[config.mk]
export PLATFORM = sky130hd
export DESIGN_NAME = pc_fetch_unit
export DESIGN_NICKNAME = d
export VERILOG_FILES = /design/src/rtl/cpu_pkg.sv /design/src/rtl/pc_inc.sv /design/src/rtl/pc_fetch_unit.sv
export SDC_FILE = /design/constraint.sdc
export NUM_CORES = 1
export LEC_CHECK = 0
export BUFFER_PORTS_ARGS = -buffer_cell sky130_fd_sc_hd__buf_2
export CORE_MARGIN = 2
export CORE_UTILIZATION = 52
export DETAILED_ROUTE_END_ITERATION = 10
export PLACE_DENSITY = 0.8
export SLEW_MARGIN = 30
export SYNTH_ARGS = -nofsm -noshare
export SYNTH_HDL_FRONTEND = slang
export SYNTH_SLANG_ARGS = --single-unit
[constraint.sdc]
create_clock -name clk -period 5.4 [get_ports clk]
set_clock_uncertainty 0.05 [all_clocks]
set_input_delay 1.08 -clock clk [delete_from_list [all_inputs] [get_ports clk]]
set_output_delay 1.08 -clock clk [all_outputs]
set_load 0.1 [all_outputs]
[src/rtl/cpu_pkg.sv]
// Shared types and constants for the instruction-fetch front end.
package cpu_pkg;

  localparam int XLEN = 32;
  localparam logic [XLEN-1:0] RESET_VEC_DEF = 32'h0000_0000;
  localparam int PC_STEP_DEF = 4;

  typedef enum logic [1:0] {
    FETCH  = 2'd0,
    VALID  = 2'd1,
    HALTED = 2'd2
  } fetch_state_t;

  // Instructions are word aligned; the low two address bits are dropped.
  function automatic logic [XLEN-1:0] align_target(input logic [XLEN-1:0] target);
    return {target[XLEN-1:2], 2'b00};
  endfunction

endpackage

[src/rtl/pc_inc.sv]
// Sequential next-PC adder; the carry out of the top bit is discarded so the PC wraps.
module pc_inc
  import cpu_pkg::*;
#(
  parameter int PC_STEP = PC_STEP_DEF
) (
  input  logic [XLEN-1:0] pc,
  output logic [XLEN-1:0] pc_next
);

  assign pc_next = pc + XLEN'(PC_STEP);

endmodule

[src/rtl/pc_fetch_unit.sv]
// Instruction-fetch front end: PC register, single-outstanding imem port,
// valid/ready delivery to decode and branch/jump redirect handling.
module pc_fetch_unit
  import cpu_pkg::*;
#(
  parameter logic [31:0] RESET_VEC = RESET_VEC_DEF,
  parameter int          PC_STEP   = PC_STEP_DEF
) (
  input  logic        clk,
  input  logic        reset,
  output logic        imem_req,
  output logic [31:0] imem_addr,
  input  logic        imem_ack,
  input  logic [31:0] imem_rdata,
  output logic [31:0] instr_out,
  output logic [31:0] instr_pc,
  output logic        instr_valid,
  input  logic        instr_ready,
  input  logic        branch_taken,
  input  logic [31:0] branch_target,
  input  logic        jump,
  input  logic [31:0] jump_target,
  input  logic        halt,
  output logic        halted,
  output logic        misalign
);

  fetch_state_t state, state_nx;
  logic [31:0]  pc, pc_nx, pc_seq;
  logic         redirect_pending, redirect_pending_nx;
  logic [31:0]  pending_target, pending_target_nx;
  logic         halt_latched, halt_latched_nx;
  logic         req_nx, valid_nx, halted_nx, misalign_nx;
  logic         load_instr;
  logic         redirect_now, handshake, halt_any;
  logic [31:0]  raw_target, target;

  pc_inc #(.PC_STEP(PC_STEP)) u_pc_inc (
    .pc      (pc),
    .pc_next (pc_seq)
  );

  assign imem_addr    = pc;
  assign redirect_now = branch_taken | jump;
  assign raw_target   = branch_taken ? branch_target : jump_target;
  assign target       = align_target(raw_target);
  assign handshake    = instr_valid & instr_ready;
  assign halt_any     = halt_latched | halt;

  always_comb begin
    state_nx            = state;
    pc_nx               = pc;
    redirect_pending_nx = redirect_pending;
    pending_target_nx   = pending_target;
    halt_latched_nx     = halt_latched | halt;
    load_instr          = 1'b0;
    misalign_nx         = 1'b0;

    case (state)
      FETCH: begin
        misalign_nx = redirect_now & (|raw_target[1:0]);
        if (!imem_req) begin
          // No request is outstanding yet, so a redirect can retarget directly.
          if (redirect_now) pc_nx = target;
        end else if (imem_ack) begin
          if (redirect_now) begin
            pc_nx               = target;
            redirect_pending_nx = 1'b0;
          end else if (redirect_pending) begin
            pc_nx               = pending_target;
            redirect_pending_nx = 1'b0;
          end else begin
            load_instr = 1'b1;
            pc_nx      = pc_seq;
            state_nx   = VALID;
          end
        end else if (redirect_now) begin
          // The request stays up; its data is discarded when the ack arrives.
          redirect_pending_nx = 1'b1;
          pending_target_nx   = target;
        end
      end

      VALID: begin
        if (handshake && halt_any) begin
          state_nx = HALTED;
        end else if (redirect_now) begin
          pc_nx       = target;
          state_nx    = FETCH;
          misalign_nx = |raw_target[1:0];
        end else if (handshake) begin
          state_nx = FETCH;
        end
      end

      HALTED: begin
        state_nx = HALTED;
      end

      default: begin
        state_nx = FETCH;
      end
    endcase

    req_nx    = (state_nx == FETCH);
    valid_nx  = (state_nx == VALID);
    halted_nx = (state_nx == HALTED);
  end

  always_ff @(posedge clk or posedge reset) begin
    if (reset) begin
      state            <= FETCH;
      pc               <= RESET_VEC;
      imem_req         <= 1'b0;
      instr_out        <= 32'h0;
      instr_pc         <= 32'h0;
      instr_valid      <= 1'b0;
      halted           <= 1'b0;
      misalign         <= 1'b0;
      redirect_pending <= 1'b0;
      pending_target   <= 32'h0;
      halt_latched     <= 1'b0;
    end else begin
      state            <= state_nx;
      pc               <= pc_nx;
      imem_req         <= req_nx;
      instr_valid      <= valid_nx;
      halted           <= halted_nx;
      misalign         <= misalign_nx;
      redirect_pending <= redirect_pending_nx;
      pending_target   <= pending_target_nx;
      halt_latched     <= halt_latched_nx;
      if (load_instr) begin
        instr_out <= imem_rdata;
        instr_pc  <= pc;
      end
    end
  end

endmodule

==> out/qor.txt, run 1 <==
routed vias -> 6,150
post-detail-place hpwl -> 12.3 mm
Root Driver -> clkbuf_16
clk sinks -> 134
drt first pass iters -> 6
Post-Place Setup Slack -> 1820 ps
Post-Syn Nets -> 850
Antenna diodes -> 0
CTS H-Tree Depth -> 4
mean area per synthesized cell -> 8.93 sq um
total grt overflow -> 0
GRT Util Overall -> 0.259
commonest non-fill, non-tap cell in the layout -> nand2_1
post-cts hold buffer count -> 0
Slew @ Worst Pin -> 893 ps
Clock Path Buffers -> 2
met2 GRT Util -> 0.405
critical path class -> primary input to flop
yosys warns -> 0
gr busiest metal -> met2
crit path max fanout -> 38
Die X -> 117 um
IO buf count -> 202
die area -> 13,700 sq um
CTS tree -> yes
Hold WC Path Type -> flop to flop
RSZ-0062 raised after global routing -> no
num ports -> 203
FMAX -> 0.320 GHz
EDFF count, synth -> 0
GR Layer Usage met3 -> 0.0510
DRC Markers -> 0
Fin Setup TNS -> 0 ps
Layout area overhead -> 25.7%
Max Cap Violations -> 0
Post-CTS Setup Bufs -> 0
Tcrit/Tclk final -> 0.579
Final nets -> 1,035
clk slew on worst S/H paths -> 60 ps
most frequent cells in the layout -> nand2_1 (226), buf_2 (202), dfrtp_1 (134), nor2_1 (54), a21oi_1 (51)
Finish-stage setup viols -> 0
TritonCTS buffer count -> 17
Filler cells -> 1,064
Mapped Cells -> 746
Clock Latency Late Sink -> 410 ps
Initial Util -> 0.530
cts repair resizes -> 0
CP Capture Type -> flop
RePlAce Congestion -> 0.908
Hold Violations, Final -> 0
minimum clock period -> 3120 ps
Slew Limit Fails -> 0
chip height -> 117 um
Core Region -> 12,600 sq um
layout cells sized above 1 -> 0.288
critical path launch point type -> primary input
Synth Flop Type -> dfrtp_1
sequential-to-total area share from yosys stat -> 0.503
Synth cell types -> 74
post-synthesis cell area -> 6660 sq um
Yosys reg bits -> 134
WL per Instance -> 16.1 um
Post-synth ARST share -> 1.00
vias in the first global route -> 5,425
Critical Path AT -> 3360 ps
CP required -> 5630 ps
largest net degree at the start of global routing -> 101
Routed Antenna Nets -> 0
via density per instance -> 5.52
DRT iter0 DRCs -> 540
Rows -> 41
status -> complete, no violations
worst setup margin -> 2280 ps
final wirelength -> 18.0 mm
Max-slew headroom -> 0.403
initial antenna violation count -> 0
first-pass GRT wire length -> 27.3 mm
met1 global-route usage -> 0.362
layout make-up:
type | instances | area (sq um) | area share
flip-flops and latches | 134 | 3350 | 0.400
multi-input cells | 556 | 3060 | 0.365
repair buffers | 208 | 1060 | 0.126
clock buffers | 23 | 488 | 0.0583
well taps | 172 | 215 | 0.0257
clock inverters | 8 | 145 | 0.0173
inverters | 14 | 60.1 | 0.00717
path summary, 6_finish.rpt:
kind	start	slack [ps]	cells after the start	end
worst max register to register	redirect_pending	2700	6	imem_addr[29]
min in group asynchronous	reset	710	2	instr_out[10]
max in group asynchronous	reset	3600	3	instr_pc[16]
worst min-delay path	instr_pc[5]	420	2	instr_pc[5]
worst max-delay path	jump	2280	6	imem_addr[22]
worst min register to register	instr_pc[5]	420	2	instr_pc[5]
per-stage QoR:
stage | cell area [sq um] | hold slack (ps) | utilization | cells
after detailed placement | 7740 | 408 | 0.616 | 1084
after global routing | 8370 | 432 | 0.666 | 1115
final | 8370 | 416 | 0.666 | 1115
after global placement | 7730 | 402 | 0.615 | 1084
after CTS | 8370 | 422 | 0.666 | 1115
after floorplan | 6660 | 409 | - | 746
cell families after synthesis:
family          synth area share
compound gates             0.152
xor+xnor                  0.0105
fa+ha+maj                0.00188
buf+inv                   0.0392
flops                      0.503
mux                       0.0454
simple gates               0.248
synthesized netlist by cell type, drive strengths merged (10+ instances only):
cell type | n | area [sq um]
nand2 | 228 | 866
dfrtp | 134 | 3350
nor2 | 57 | 224
a21oi | 51 | 255
o21ai | 31 | 155
buf | 22 | 134
clkbuf | 20 | 75.1
mux2i | 19 | 190
nand3 | 17 | 103
a31oi | 16 | 100
inv | 14 | 52.6
nor3 | 12 | 81.3
nand4 | 11 | 83.8
mux2 | 10 | 113
critical path: stages:
cell and delay, ps:
buf_2 230, nor2_1 400, nand3_2 300, nor2_4 750, buf_4 450, a21oi_1 110
per-layer routing:
metal	wire, um	vias to the layer above
li1	-	2951
met1	7920	2909
met2	8450	267
met3	1330	23
met4	250	0
met5	0	-
state kept, by name (all words and copies together), names as in the netlist:
signal,cells
halt_latched,1
misalign,1
instr_out,32
instr_valid,1
redirect_pending,1
imem_addr,32
instr_pc,32
state,2
halted,1
imem_req,1
pending_target,30
Power of run 1 is not shown: default switching activity piles up to over one toggle a cycle in this logic, so the estimate is an artifact.
==> run 2, diff against run 1 <==
==> constraint.sdc (replaced) <==
create_clock -name clk -period 3.1 [get_ports clk]
set_clock_uncertainty 0.05 [all_clocks]
set_input_delay 0.62 -clock clk [delete_from_list [all_inputs] [get_ports clk]]
set_output_delay 0.62 -clock clk [all_outputs]
set_load 0.1 [all_outputs]
==> run 2 against run 1 <==
Compared with the run above:
- first-iteration DRC count is 9.6% higher
- largest cell class unchanged
- via count up 2.2%
- worst hold slack got worse by 96 ps
- cell area rose by 1.2%
- global-route usage grew 1.7 points
- wire length rose by 4.0%
==> out/qor.txt, run 2 (synthesis results as in run 1) <==
Tcrit/Tclk final -> 0.747
DRT iter0 DRCs -> 592
layout cells sized above 1 -> 0.297
WL per Instance -> 16.6 um
Max Cap Violations -> 0
drt first pass iters -> 7
Fin Setup TNS -> 0 ps
die area -> 13,700 sq um
Die X -> 117 um
TritonCTS buffer count -> 17
chip height -> 117 um
RSZ-0062 raised after global routing -> no
initial antenna violation count -> 0
Critical Path AT -> 2620 ps
via density per instance -> 5.58
Final nets -> 1,046
Layout area overhead -> 27.2%
hold_ws -> 321 ps
Slew @ Worst Pin -> 768 ps
Hold WC Path Type -> primary input to asynchronous set/reset pin
Post-CTS Setup Bufs -> 0
Core Region -> 12,600 sq um
Rows -> 41
Hold Violations, Final -> 0
Antenna diodes -> 0
post-cts hold buffer count -> 0
num ports -> 203
Initial Util -> 0.530
first-pass GRT wire length -> 28.7 mm
commonest non-fill, non-tap cell in the layout -> nand2_1
DRC Markers -> 0
Slew Limit Fails -> 0
IO buf count -> 202
critical path class -> flop to flop
CP Capture Type -> flop
crit path max fanout -> 17
clk sinks -> 134
routed vias -> 6,286
RePlAce Congestion -> 0.857
CTS H-Tree Depth -> 4
largest net degree at the start of global routing -> 135
Clock Path Buffers -> 2
FMAX -> 0.432 GHz
Worst Setup SP -> state[0]
clk slew on worst S/H paths -> 50 ps
critical path launch point type -> flop
status -> complete, no violations
Finish-stage setup viols -> 0
minimum clock period -> 2320 ps
Root Driver -> clkbuf_16
Max-slew headroom -> 0.488
CTS tree -> yes
Routed Antenna Nets -> 0
most frequent cells in the layout -> nand2_1 (226), buf_2 (202), dfrtp_1 (134), nor2_1 (55), a21oi_1 (51)
CP required -> 3400 ps
total grt overflow -> 0
cts repair resizes -> 0
post-detail-place hpwl -> 12.8 mm
Clock Latency Late Sink -> 420 ps
final wirelength -> 18.7 mm
FF-to-FF Start -> state[0]
vias in the first global route -> 5,689
GRT Util Overall -> 0.275
-- run 2: area by class of cell --
class / count / area (sq um)
inverter: 14 / 56.3
multi-input combinational: 556 / 3050
clock buffer: 22 / 484
sequential: 134 / 3350
clock inverter: 9 / 148
fill: 1058 / 4100
tap: 172 / 215
timing repair buffer: 219 / 1160
-- run 2: metrics by stage --
step	setup slack (ps)	std cells	util	instance area, sq um
global route	616	1126	0.674	8470
global placement	608	1095	0.624	7840
finish	784	1126	0.674	8470
floorplan	447	746	-	6670
detailed placement	549	1095	0.624	7840
CTS	787	1126	0.674	8470
-- run 2: final timing paths --
check / end / slack, ps / cells past startpoint
setup / recovery: instr_pc[4] / 780 / 6
hold / removal: instr_pc[10] / 320 / 3
setup reg to reg: instr_pc[4] / 780 / 6
hold reg to reg: instr_pc[27] / 420 / 2
max in group asynchronous: instr_out[2] / 2100 / 3
min in group clk: instr_out[1] / 340 / 3
-- run 2: metal layers --
| metal | vias to the layer above | part of all wire | GRT usage |
|---|---|---|---|
| met5 | - | 0 | 0 |
| met3 | 35 | 0.079 | 0.0541 |
| met2 | 314 | 0.47 | 0.430 |
| met1 | 2961 | 0.43 | 0.375 |
| li1 | 2976 | - | - |
| met4 | 0 | 0.021 | 0.122 |
-- run 2: critical path: stages, from the launching register on --
cell	delay [ps]
dfrtp_1	480
nor3b_2	390
nand3_2	320
nor2_4	520
buf_4	320
nand2_1	90
nand2_1	70
Power of run 2 is left out for the same reason.
==> run 3, diff against run 2 <==
--- a/config.mk
+++ b/config.mk
@@ -5,11 +5,12 @@
 export SDC_FILE = /design/constraint.sdc
 export NUM_CORES = 1
 export LEC_CHECK = 0
+export ABC_AREA = 1
 export BUFFER_PORTS_ARGS = -buffer_cell sky130_fd_sc_hd__buf_2
 export CORE_MARGIN = 2
-export CORE_UTILIZATION = 52
+export CORE_UTILIZATION = 48
 export DETAILED_ROUTE_END_ITERATION = 10
-export PLACE_DENSITY = 0.8
+export PLACE_DENSITY = 0.77
 export SLEW_MARGIN = 30
 export SYNTH_ARGS = -nofsm -noshare
 export SYNTH_HDL_FRONTEND = slang
==> constraint.sdc (replaced) <==
create_clock -name clk -period 1.98 [get_ports clk]
set_clock_uncertainty 0.05 [all_clocks]
set_input_delay 0.396 -clock clk [delete_from_list [all_inputs] [get_ports clk]]
set_output_delay 0.396 -clock clk [all_outputs]
set_load 0.1 [all_outputs]
==> run 3 against run 2 <==
Compared with the run above:
- synthesized cell count up 32%
- worst hold slack worse by 210 ps
- area after synthesis up 6.4%
- flip-flop and latch count unchanged
==> out/qor.txt, run 3 <==
Hold Violations, Final -> 0
Final nets -> 1,288
Antenna diodes -> 0
RSZ-0062 raised after global routing -> no
worst hold path startpoint -> imem_rdata[10]
clk sinks -> 134
CP delay by family, top -> flip-flops
Initial Util -> 0.490
drt first pass iters -> 7
critical path launch point type -> flop
Filler cells -> 1,340
worst r2r dst -> imem_addr[20]
Routed Antenna Nets -> 0
post-detail-place hpwl -> 15.8 mm
critical path class -> flop to primary output
layout cells sized above 1 -> 0.256
CP max-delay cell -> dfrtp_1
most frequent cells in the layout -> nand2_1 (387), buf_2 (201), dfrtp_1 (113), o21ai_0 (93), nor2_1 (91)
CTS H-Tree Depth -> 4
status -> complete, no violations
Hold WC Path Type -> primary input to flop
Critical Path AT -> 1410 ps
cell taking the most area after synthesis -> dfrtp_1
final cell count without fillers -> 1,381
IO buf count -> 202
Synth top area share -> 0.473
EDFF count, synth -> 0
Finish-stage setup viols -> 0
worst r2r path cells -> 11
TritonCTS buffer count -> 17
CP Cell Sequence -> buf_2
initial antenna violation count -> 0
mean area per synthesized cell -> 7.20 sq um
vias in the first global route -> 6,800
CTS tree -> yes
DRT iter0 DRCs -> 648
Max Cap Violations -> 0
Mapped Cells -> 985
Levels on crit path -> 1
Root Driver -> clkbuf_16
Synth Flop Type -> dfrtp_1
DRC Markers -> 0
Fin Setup TNS -> 0 ps
worst path bufs/invs -> 1
num ports -> 203
Slew @ Worst Pin -> 642 ps
yosys warns -> 0
die area -> 15,800 sq um
Max-slew headroom -> 0.572
Slew Limit Fails -> 0
minimum clock period -> 1850 ps
dominant cells by area after synthesis -> dfrtp_1 (47%), nand2_1 (20%), o21ai_0 (6.6%), nor2_1 (4.8%), inv_1 (4.0%)
routed vias -> 7,220
dominant cell by count in the synthesized netlist -> nand2_1
clk slew on worst S/H paths -> 60 ps
R2R Setup Slk -> 180 ps
Post-CTS Setup Bufs -> 0
CP required -> 1530 ps
CP Capture Type -> primary output
Layout area overhead -> 26.4%
Post-Syn Nets -> 1,089
sequential-to-total area share from yosys stat -> 0.473
total grt overflow -> 0
FMAX -> 0.539 GHz
RePlAce Congestion -> 0.949
Yosys reg bits -> 134
Inst Count DP -> 1,348
Clock Path Buffers -> 2
commonest non-fill, non-tap cell in the layout -> nand2_1
largest net degree at the start of global routing -> 58
slowest stage delay, CP -> 490 ps
chip height -> 126 um
Core Region -> 14,500 sq um
Rows -> 44
hold depth -> 3
Hold EP -> instr_out[10]
Synth cell types -> 40
most instantiated cells after synthesis -> nand2_1 (387), dfrtp_1 (134), o21ai_0 (93), nor2_1 (91), inv_1 (75)
first-pass GRT wire length -> 34.7 mm
final wirelength -> 21.3 mm
post-synthesis cell area -> 7090 sq um
Post-synth ARST share -> 1.00
via density per instance -> 5.23
FF-to-FF Start -> imem_addr[2]
crit path max fanout -> 5
Clock Latency Late Sink -> 430 ps
WL per Instance -> 15.4 um
Tcrit/Tclk final -> 0.936
Die X -> 126 um
GRT Util Overall -> 0.278
fin util -> 0.619
==> run 3: how the worst max path moves through the flow <==
stage / from / end / slack, ps
after floorplan: reset / imem_addr[10] / -270
after global placement: branch_taken / imem_addr[30] / 150
after detailed placement: branch_taken / imem_addr[30] / 110
after CTS: imem_addr[26] / imem_addr[26] / 30
after global routing: state[1] / imem_addr[3] / 10
final: imem_addr[30] / imem_addr[30] / 130
==> run 3: routing by layer <==
| metal | share of wire | vias up | track usage |
|---|---|---|---|
| met5 | 0 | - | 0 |
| met4 | 0.023 | 0 | 0.0902 |
| met3 | 0.092 | 46 | 0.0629 |
| met2 | 0.45 | 400 | 0.418 |
| met1 | 0.44 | 3247 | 0.402 |
| li1 | - | 3527 | - |
==> run 3: logic make-up (layout without fill, tap and decap cells) <==
| family | after synthesis | count (layout) | share of synthesized area |
|---|---|---|---|
| AO/OA/AOI/OAI | 174 | 174 | 0.133 |
| XOR/XNOR | 3 | 3 | 0.00371 |
| adder cells (fa/ha/maj) | 1 | 1 | 0.00176 |
| buffers and inverters | 126 | 338 | 0.0774 |
| flip-flops | 134 | 134 | 0.473 |
| multiplexers | 2 | 2 | 0.00282 |
| AND/OR/NAND/NOR | 545 | 545 | 0.308 |
==> run 3: what timing repair did <==
action,in CTS,in global routing
gates resized for setup,0,2
hold buffers,1,0
setup endpoints to repair,0,2
endpoints found under the hold margin,17,0
==> run 3: cell type report <==
type / instances / area (sq um) / share of cell area
Clock buffer: 19 / 453 / 0.0505
Clock inverter: 13 / 144 / 0.0161
Inverter: 82 / 313 / 0.0349
Multi-Input combinational cell: 725 / 3200 / 0.357
Sequential cell: 134 / 3380 / 0.377
Tap cell: 184 / 230 / 0.0257
Timing Repair Buffer: 224 / 1240 / 0.139
==> run 3: metrics by stage <==
| step | hold slack (ps) | setup slack (ps) | instance area (sq um) |
|---|---|---|---|
| 2_1_floorplan | 392 | -273 | 7120 |
| 3_5_place_dp | 410 | 111 | 8340 |
| 4_1_cts | 104 | 26.8 | 8950 |
| 6_report | 111 | 126 | 8960 |
| 5_1_grt | 113 | 12.1 | 8960 |
| 3_3_place_gp | 405 | 147 | 8340 |
==> run 3: worst reg2reg max path, stage by stage (launching register included) <==
cell	delay, ps
dfrtp_2	400
ha_1	220
nand3_2	160
inv_2	150
nand2_1	90
nor2_2	220
nand2_1	80
nand2_1	70
nand2_1	60
nand2_1	60
nand2_1	50
a21oi_1	120
Power of run 3 is left out for the same reason.
